### src/rtl/riscv_pkg.sv
// riscv_pkg: shared RV32I pipeline types and constants for the fetch stage and IF/ID register.
// Revision: 1.0
`default_nettype none

package riscv_pkg;

  localparam int          IF_PC_W   = 9;
  localparam int          IF_INS_W  = 32;
  localparam logic [31:0] NOP_INSTR = 32'h0000_0013;

  localparam logic [6:0] R_TYPE = 7'b0110011;
  localparam logic [6:0] I_TYPE = 7'b0010011;
  localparam logic [6:0] LW     = 7'b0000011;
  localparam logic [6:0] SW     = 7'b0100011;
  localparam logic [6:0] BR     = 7'b1100011;
  localparam logic [6:0] JAL    = 7'b1101111;
  localparam logic [6:0] JALR   = 7'b1100111;
  localparam logic [6:0] HALT   = 7'b1111111;

  typedef enum logic {
    FS_RUN    = 1'b0,
    FS_HALTED = 1'b1
  } fetch_state_t;

  typedef struct packed {
    logic [IF_PC_W-1:0]  pc;
    logic [IF_INS_W-1:0] instr;
    logic                valid;
  } if_id_t;

  localparam if_id_t IF_ID_BUBBLE = '{pc: '0, instr: NOP_INSTR, valid: 1'b0};

endpackage

`default_nettype wire

### src/rtl/if_id_reg.sv
// if_id_reg: IF/ID pipeline register with flush-to-bubble (highest), load and hold.
// Revision: 1.0
`default_nettype none

module if_id_reg
  import riscv_pkg::*;
(
  input  logic   clk,
  input  logic   reset,
  input  logic   load_i,
  input  logic   flush_i,
  input  if_id_t d_i,
  output if_id_t q_o
);

  if_id_t q_q;

  always_ff @(posedge clk or posedge reset) begin
    if (reset) begin
      q_q <= IF_ID_BUBBLE;
    end else if (flush_i) begin
      q_q <= IF_ID_BUBBLE;
    end else if (load_i) begin
      q_q <= d_i;
    end
  end

  assign q_o = q_q;

endmodule

`default_nettype wire

### src/rtl/fetch_stage.sv
// fetch_stage: PC register, next-PC selection, halt FSM and fetch counter feeding IF/ID.
// Revision: 1.0
`default_nettype none

module fetch_stage
  import riscv_pkg::*;
#(
  parameter int              PC_W     = IF_PC_W,
  parameter int              INS_W    = IF_INS_W,
  parameter logic [PC_W-1:0] RESET_PC = '0
) (
  input  logic             clk,
  input  logic             reset,
  output logic [PC_W-1:0]  imem_addr,
  input  logic [INS_W-1:0] imem_rdata,
  input  logic             stall,
  input  logic             redirect,
  input  logic [PC_W-1:0]  redirect_pc,
  input  logic             halt_id,
  output logic [PC_W-1:0]  id_pc,
  output logic [INS_W-1:0] id_instr,
  output logic             id_valid,
  output logic             halted,
  output logic [31:0]      fetch_count
);

  fetch_state_t    state_q, state_d;
  logic [PC_W-1:0] pc_q, pc_d;
  logic [31:0]     count_q, count_d;
  logic            halted_q;
  logic            load_d, flush_d;
  if_id_t          ifid_d, ifid_q;

  // Priority: halted > redirect > valid halt in ID > stall > sequential fetch.
  always_comb begin
    state_d = state_q;
    pc_d    = pc_q;
    count_d = count_q;
    load_d  = 1'b0;
    flush_d = 1'b0;
    if (state_q == FS_HALTED) begin
      flush_d = 1'b1;
    end else if (redirect) begin
      pc_d    = redirect_pc & ~PC_W'(3);
      flush_d = 1'b1;
    end else if (halt_id && ifid_q.valid) begin
      state_d = FS_HALTED;
      flush_d = 1'b1;
    end else if (!stall) begin
      pc_d    = pc_q + PC_W'(4);
      count_d = count_q + 32'd1;
      load_d  = 1'b1;
    end
  end

  always_ff @(posedge clk or posedge reset) begin
    if (reset) begin
      state_q  <= FS_RUN;
      pc_q     <= RESET_PC;
      count_q  <= '0;
      halted_q <= 1'b0;
    end else begin
      state_q  <= state_d;
      pc_q     <= pc_d;
      count_q  <= count_d;
      halted_q <= (state_d == FS_HALTED);
    end
  end

  assign ifid_d = '{pc: pc_q, instr: imem_rdata, valid: 1'b1};

  if_id_reg u_if_id_reg (
    .clk     (clk),
    .reset   (reset),
    .load_i  (load_d),
    .flush_i (flush_d),
    .d_i     (ifid_d),
    .q_o     (ifid_q)
  );

  assign imem_addr   = pc_q;
  assign id_pc       = ifid_q.pc;
  assign id_instr    = ifid_q.instr;
  assign id_valid    = ifid_q.valid;
  assign halted      = halted_q;
  assign fetch_count = count_q;

endmodule

`default_nettype wire

### config.mk
export PLATFORM = sky130hd
export DESIGN_NAME = fetch_stage
export DESIGN_NICKNAME = d
export VERILOG_FILES = /design/src/rtl/riscv_pkg.sv /design/src/rtl/if_id_reg.sv /design/src/rtl/fetch_stage.sv
export SDC_FILE = /design/constraint.sdc
export NUM_CORES = 1
export LEC_CHECK = 0
export BUFFER_PORTS_ARGS = -buffer_cell sky130_fd_sc_hd__buf_2
export CAP_MARGIN = 20
export CELL_PAD_IN_SITES_DETAIL_PLACEMENT = 0
export CELL_PAD_IN_SITES_GLOBAL_PLACEMENT = 2
export CORE_MARGIN = 2
export CORE_UTILIZATION = 27
export DETAILED_ROUTE_END_ITERATION = 6
export PLACE_DENSITY = 0.76
export SETUP_SLACK_MARGIN = 0.5
export SYNTH_ARGS = -nofsm -noshare
export SYNTH_HDL_FRONTEND = slang
export SYNTH_SLANG_ARGS = --single-unit
### constraint.sdc
create_clock -name clk -period 2.09 [get_ports clk]
set_input_delay 0.1045 -clock clk [delete_from_list [all_inputs] [get_ports clk]]
set_output_delay 0.1045 -clock clk [all_outputs]
set_load 0.01 [all_outputs]
==> impl_metrics.env, run 1 <==
export IMPL_status="completed"
export IMPL_cap_violations=0
export IMPL_routedWlPerCell_um=14.2
export IMPL_yosys_top_cells_count="dfrtp_1 (77), a22o_1 (33), nand2_1 (22)"
export IMPL_port_buffers=123
export IMPL_gp_congestion=0.741
export IMPL_required_ns=2.34
export IMPL_postRouteAntennaNets=0
export IMPL_netlist_instances=290
export IMPL_io_pins=130
export IMPL_grt_util_all_layers_pct=13.8
export IMPL_clock_path_buffers=2
export IMPL_period_minus_slack_ns=1.82
export IMPL_period_share_pct=87.1
export IMPL_relSlewSlack_pct=60.7
export IMPL_antenna_found_initial=0
export IMPL_finalMaxSlewViolations=0
export IMPL_start_kind="flop"
export IMPL_first_pass_iters=4
export IMPL_synth_edf_count=0
export IMPL_ys_ff_latch=80
export IMPL_root_buffer="clkbuf_16"
export IMPL_hp_start="imem_rdata[22]"
export IMPL_drtIter0Drc=122
export IMPL_avgSynthCellArea_um2=12.0
export IMPL_grt_ovfl_total=0
export IMPL_power_total_mw=4.63
export IMPL_yosys_warnings=0
export IMPL_worstHoldEndpoint="u_if_id_reg.q_o[23]$_DFFE_PP0P_"
export IMPL_grt_pass1_vias=2985
export IMPL_r2r_setup_slack_ns=0.27
export IMPL_reg2reg_to="fetch_count[29]$_DFFE_PP0P_"
export IMPL_yosys_area_top_type="dfrtp_1"
export IMPL_antenna_cells=0
export IMPL_cts_max_level=3
export IMPL_power_density_nw_per_um2=844
export IMPL_die_area_um2=13800
export IMPL_synthFlopType="dfrtp_1"
export IMPL_totalWireLength_um=9360
export IMPL_fin_skew_ns=0.00754
export IMPL_critical_path_class="reg2reg"
export IMPL_slowest_delay_ns=0.42
export IMPL_p_leak_nw=2.84
export IMPL_nets=530
export IMPL_drc=0
export IMPL_grt_pass1_wl_um=15300
export IMPL_synthDistinctLibCells=47
export IMPL_clk_latency_ns=0.33
export IMPL_synth_top_area_share_pct=55.3
export IMPL_synthesis_area_um2=3490
export IMPL_cp_max_fo=6
export IMPL_start_util_pct=27.6
export IMPL_post_drt_via_cell_ratio=4.53
export IMPL_max_freq_mhz=549
export IMPL_clk_pin_slew_ns=0.06
export IMPL_tightest_slew_ns=0.590
export IMPL_final_core_util_pct=43.5
export IMPL_cts_buffers=9
export IMPL_num_rows=41
export IMPL_fin_tns_setup_ns=0
export IMPL_reg2reg_from="u_if_id_reg.q_o[0]$_DFFE_PP0P_"
export IMPL_vias=2980
export IMPL_crit_path_end_kind="flop"
export IMPL_synthArstFlopShare_pct=100
export IMPL_grt_max_degree=81
export IMPL_finalHoldViolations=0
export IMPL_ir_drop_uv=425
export IMPL_cts_sinks=80
export IMPL_core_area_um2=12600
export IMPL_reg2regPathDepth=6
export IMPL_ys_seq_area_share_pct=57.5
export IMPL_whs_path_depth=2
export IMPL_chipWidth_um=118
export IMPL_drive_gt1_share_pct=48.1
export IMPL_hp_class="in2reg"
export IMPL_ys_top_cells_by_area="dfrtp_1 (55%), a22o_1 (8.3%), xor2_1 (4.5%)"
export IMPL_synth_most_common_cell="dfrtp_1"
export IMPL_cp_common_cell="buf_6"
export IMPL_grt_setup_unrepaired="true"
export IMPL_crit_slowest_cell="dfrtp_2"
export IMPL_holdWs_ns=0.0175
export IMPL_synthToLayoutAreaGrowth_pct=57.5
export IMPL_setup_viol=0
export IMPL_crit_chain="a2111oi_4 -> buf_6 -> nand4_4 -> buf_6 -> nor4b_4 -> xor2_1"
export IMPL_cp_arrival_ns=2.07
export IMPL_post_dp_hpwl_um=5960
export IMPL_cts_tree="built"
export IMPL_dieHeight_um=118
[worst max path at each step]
stage	startpoint	end	slack, ns	depth (start not counted)
after floorplan	fetch_count[11]$_DFFE_PP0P_	fetch_count[23]$_DFFE_PP0P_	0.33	6
after global placement	u_if_id_reg.q_o[0]$_DFFE_PP0P_	fetch_count[21]$_DFFE_PP0P_	0.22	6
after detailed placement	u_if_id_reg.q_o[0]$_DFFE_PP0P_	fetch_count[21]$_DFFE_PP0P_	0.22	6
after CTS	u_if_id_reg.q_o[0]$_DFFE_PP0P_	fetch_count[23]$_DFFE_PP0P_	0.31	6
after global routing	fetch_count[7]$_DFFE_PP0P_	fetch_count[26]$_DFFE_PP0P_	0.17	6
final	u_if_id_reg.q_o[0]$_DFFE_PP0P_	fetch_count[29]$_DFFE_PP0P_	0.27	6
[worst max-delay path, delay by kind of cell, from the launching register on]
family,cells,cell delay (ns)
compound gates,1,0.35
xor+xnor,1,0.16
flops,1,0.42
buf+inv,2,0.37
simple gates,2,0.44
[placed cells by master, fill, tap and decap left out, types with 4 or more instances in the layout]
cell type and count:
dfrtp_2 9, buf_12 4, xnor2_1 13, dfrtp_1 68, inv_1 8, nand3_1 5
nand4_1 4, conb_1 4, nand2_1 22, and2_1 4, nor2_1 11, buf_6 9
clkbuf_16 9, nor3_2 5, a21oi_1 4, buf_2 123, dlygate4sd3_1 32, a22o_1 33
nor4_4 5, nor3_4 4, buf_4 26, xor2_1 18
[sequential cells by signal, summed over array words and instances (netlist names)]
register / flops
u_if_id_reg.q_o: 40
fetch_count: 32
imem_addr: 7
halted: 1
[metal layers]
layer,GRT usage [%],up-vias,wire length [um]
li1,-,1419,-
met1,19.0,1459,4350
met2,20.9,94,4330
met3,4.26,8,589
met4,4.37,0,91
met5,0,-,0
[cell type report]
cell class                      count  area (um2)
Clock inverter                      3        40.0
Clock buffer                       12         267
Tap cell                          172         215
Multi-Input combinational cell    185        1570
Fill cell                        1217        7130
Timing Repair Buffer              196        1340
Sequential cell                    80        2020
Inverter                           10        41.3
[kinds of logic after synthesis]
kind of cell | count (synthesis) | synth area share (%)
mux | 1 | 0.287
compound gates | 55 | 13.3
buf+inv | 28 | 4.13
flops | 80 | 57.5
xor+xnor | 31 | 7.79
fa+ha+maj | 2 | 0.718
simple gates | 92 | 16.2
other cells | 1 | 0.108
[power breakdown]
| group | total (mW) | internal (mW) | switching (mW) |
|---|---|---|---|
| Sequential | 1.90 | 1.73 | 0.177 |
| Clock | 1.61 | 1.01 | 0.602 |
| Combinational | 1.11 | 0.559 | 0.554 |
[metrics by stage]
step | instances | setup WS [ns] | instance area (um2)
after floorplan | 293 | 0.328 | 3550
after global placement | 580 | 0.220 | 4360
after detailed placement | 580 | 0.220 | 4360
after CTS | 641 | 0.306 | 5210
after global routing | 658 | 0.174 | 5490
final | 658 | 0.269 | 5490
[timing repair]
action                                  CTS  global route
endpoints found under the setup margin   62            71
hold buffers                             31             1
setup buffers                            15            15
cloned                                    0             1
pin swaps                                 9            18
resized for setup                        18            35
hold endpoints to repair                107             1
Power figures use the tool's default switching activity.
==> inputs of run 2 (changes only) <==
CORE_MARGIN = not set   (was 2)
HOLD_SLACK_MARGIN = 0.12   (was not set)
==> run 2 against run 1 <==
Against the previous run:
- clock power grew 6%
- non-clock buffer count grew 20
- global-route usage grew 1.0 points
- maximum frequency grew 1.9%
- clock skew shrank 0.0013 ns
- cell count grew 3.2%
==> impl_metrics.env, run 2 (same netlist as run 1, synthesis figures left out) <==
export IMPL_fin_skew_ns=0.00620
export IMPL_critical_path_class="reg2reg"
export IMPL_grt_pass1_wl_um=15000
export IMPL_grt_max_degree=42
export IMPL_ir_drop_uv=530
export IMPL_cp_arrival_ns=2.05
export IMPL_port_buffers=123
export IMPL_cts_sinks=80
export IMPL_final_common_cell="buf_2"
export IMPL_p_clk_share_pct=35.9
export IMPL_post_dp_hpwl_um=6010
export IMPL_layout_common_cells="buf_2 (124), dfrtp_1 (65), dlygate4sd3_1 (41)"
export IMPL_start_util_pct=27.6
export IMPL_drive_gt1_share_pct=48.5
export IMPL_drc=0
export IMPL_totalWireLength_um=10300
export IMPL_cts_max_level=3
export IMPL_p_leak_nw=2.96
export IMPL_post_drt_via_cell_ratio=4.51
export IMPL_tightest_slew_ns=0.586
export IMPL_root_buffer="clkbuf_16"
export IMPL_antenna_cells=0
export IMPL_pwr_share_comb_pct=24.1
export IMPL_grt_pass1_vias=2990
export IMPL_multiInputGateArea_um2=1560
export IMPL_clk_pin_slew_ns=0.06
export IMPL_first_pass_iters=4
export IMPL_clk_latency_ns=0.34
export IMPL_intPower_mw=3.37
export IMPL_period_minus_slack_ns=1.79
export IMPL_vias=3065
export IMPL_holdWs_ns=0.194
export IMPL_grt_setup_unrepaired="true"
export IMPL_start_kind="flop"
export IMPL_p_sw_share_pct=29.0
export IMPL_cp_max_fo=10
export IMPL_synthToLayoutAreaGrowth_pct=64.8
export IMPL_grt_ovfl_total=0
export IMPL_status="completed"
export IMPL_required_ns=2.36
export IMPL_chipWidth_um=116
export IMPL_dieHeight_um=116
export IMPL_crit_path_end_kind="flop"
export IMPL_max_freq_mhz=559
export IMPL_power_density_nw_per_um2=826
export IMPL_grt_util_all_layers_pct=14.8
export IMPL_largest_reg_flops=40
export IMPL_finalMaxSlewViolations=0
export IMPL_gp_congestion=0.755
export IMPL_seqPwrFrac_pct=40.0
export IMPL_die_area_um2=13400
export IMPL_fin_tns_setup_ns=0
export IMPL_final_core_util_pct=45.5
export IMPL_cts_tree="built"
export IMPL_p_switching_mw=1.37
export IMPL_io_pins=130
export IMPL_cts_buffers=9
export IMPL_clock_path_buffers=2
export IMPL_num_rows=41
export IMPL_seqCellArea_um2=2020
export IMPL_core_area_um2=12600
export IMPL_finalHoldViolations=0
export IMPL_nets=550
export IMPL_relSlewSlack_pct=60.9
export IMPL_postRouteAntennaNets=0
export IMPL_routedWlPerCell_um=15.2
export IMPL_hp_class="in2reg"
export IMPL_fillCellCount=1168
export IMPL_setup_viol=0
export IMPL_antenna_found_initial=0
export IMPL_cap_violations=0
export IMPL_period_share_pct=85.5
export IMPL_drtIter0Drc=141
-- run 2: changes by cell type in the layout (fill, tap and decap cells not counted), sizes merged --
| cell | before | now |
|---|---|---|
| clkinv | 2 | 3 |
| bufinv | 1 | 2 |
| clkinvlp | 1 | 2 |
| buf | 164 | 171 |
| clkbuf | 12 | 14 |
| dlygate4sd3 | 32 | 41 |
-- run 2: final cells by class --
type / count / area share [%]
flip-flops and latches: 80 / 35.2
repair buffers: 216 / 27.6
multi-input cells: 185 / 27.2
clock buffers: 10 / 4.16
well taps: 172 / 3.75
clock inverters: 6 / 1.44
inverters: 10 / 0.719
-- run 2: worst paths after layout --
path / from / end / slack (ns) / cells after the start
worst max-delay path: u_if_id_reg.q_o[0]$_DFFE_PP0P_ / fetch_count[23]$_DFFE_PP0P_ / 0.30 / 6
worst max register to register: u_if_id_reg.q_o[0]$_DFFE_PP0P_ / fetch_count[23]$_DFFE_PP0P_ / 0.30 / 6
worst min register to register: u_if_id_reg.q_o[39]$_DFFE_PP0P_ / u_if_id_reg.q_o[39]$_DFFE_PP0P_ / 0.49 / 2
max in group asynchronous: reset / u_if_id_reg.q_o[2]$_DFFE_PP1P_ / 1.08 / 4
min in group asynchronous: reset / fetch_count[2]$_DFFE_PP0P_ / 0.38 / 3
worst min-delay path: stall / u_if_id_reg.q_o[1]$_DFFE_PP1P_ / 0.19 / 3
-- run 2: through the flow --
stage | instances | area [um2] | total power, mW | setup WS, ns
global placement | 580 | 4360 | 2.79 | 0.167
detailed placement | 580 | 4360 | 2.81 | 0.112
CTS | 647 | 5270 | 4.62 | 0.313
finish | 679 | 5740 | 4.74 | 0.302
floorplan | 293 | 3550 | 2.43 | 0.328
global route | 679 | 5740 | 5.01 | 0.218
-- run 2: worst max-delay path: stages, from the launching register on --
cell and delay, ns:
dfrtp_2 0.42, a2111oi_4 0.35, buf_6 0.18, nand4_4 0.16
buf_6 0.21, nor4_4 0.22, xor2_1 0.16
-- run 2: layer usage --
layer  GRT usage [%]  part of all wire (%)  wire [um]
met1            18.6                    44       4520
met2            23.6                    49       5060
met3            5.96                   6.3        646
met4            4.36                   1.0        103
met5               0                     0          0
-- run 2: what timing repair did --
item                                    CTS  global route
resized for setup                        18            36
pin swaps                                 5            20
hold endpoints to repair                 63             0
hold buffers                             41             0
endpoints found under the setup margin   65            64
setup buffers                            10            24
gates cloned                              0             8
-- run 2: power groups by stage --
| stage | Sequential [mW] | Combinational, mW | Clock [mW] |
|---|---|---|---|
| 2_1_floorplan | 1.99 | 0.433 | 0 |
| 3_3_place_gp | 1.93 | 0.854 | 0 |
| 3_5_place_dp | 1.94 | 0.867 | 0 |
| 4_1_cts | 1.91 | 0.938 | 1.76 |
| 5_1_grt | 1.92 | 1.25 | 1.83 |
| 6_report | 1.90 | 1.14 | 1.70 |
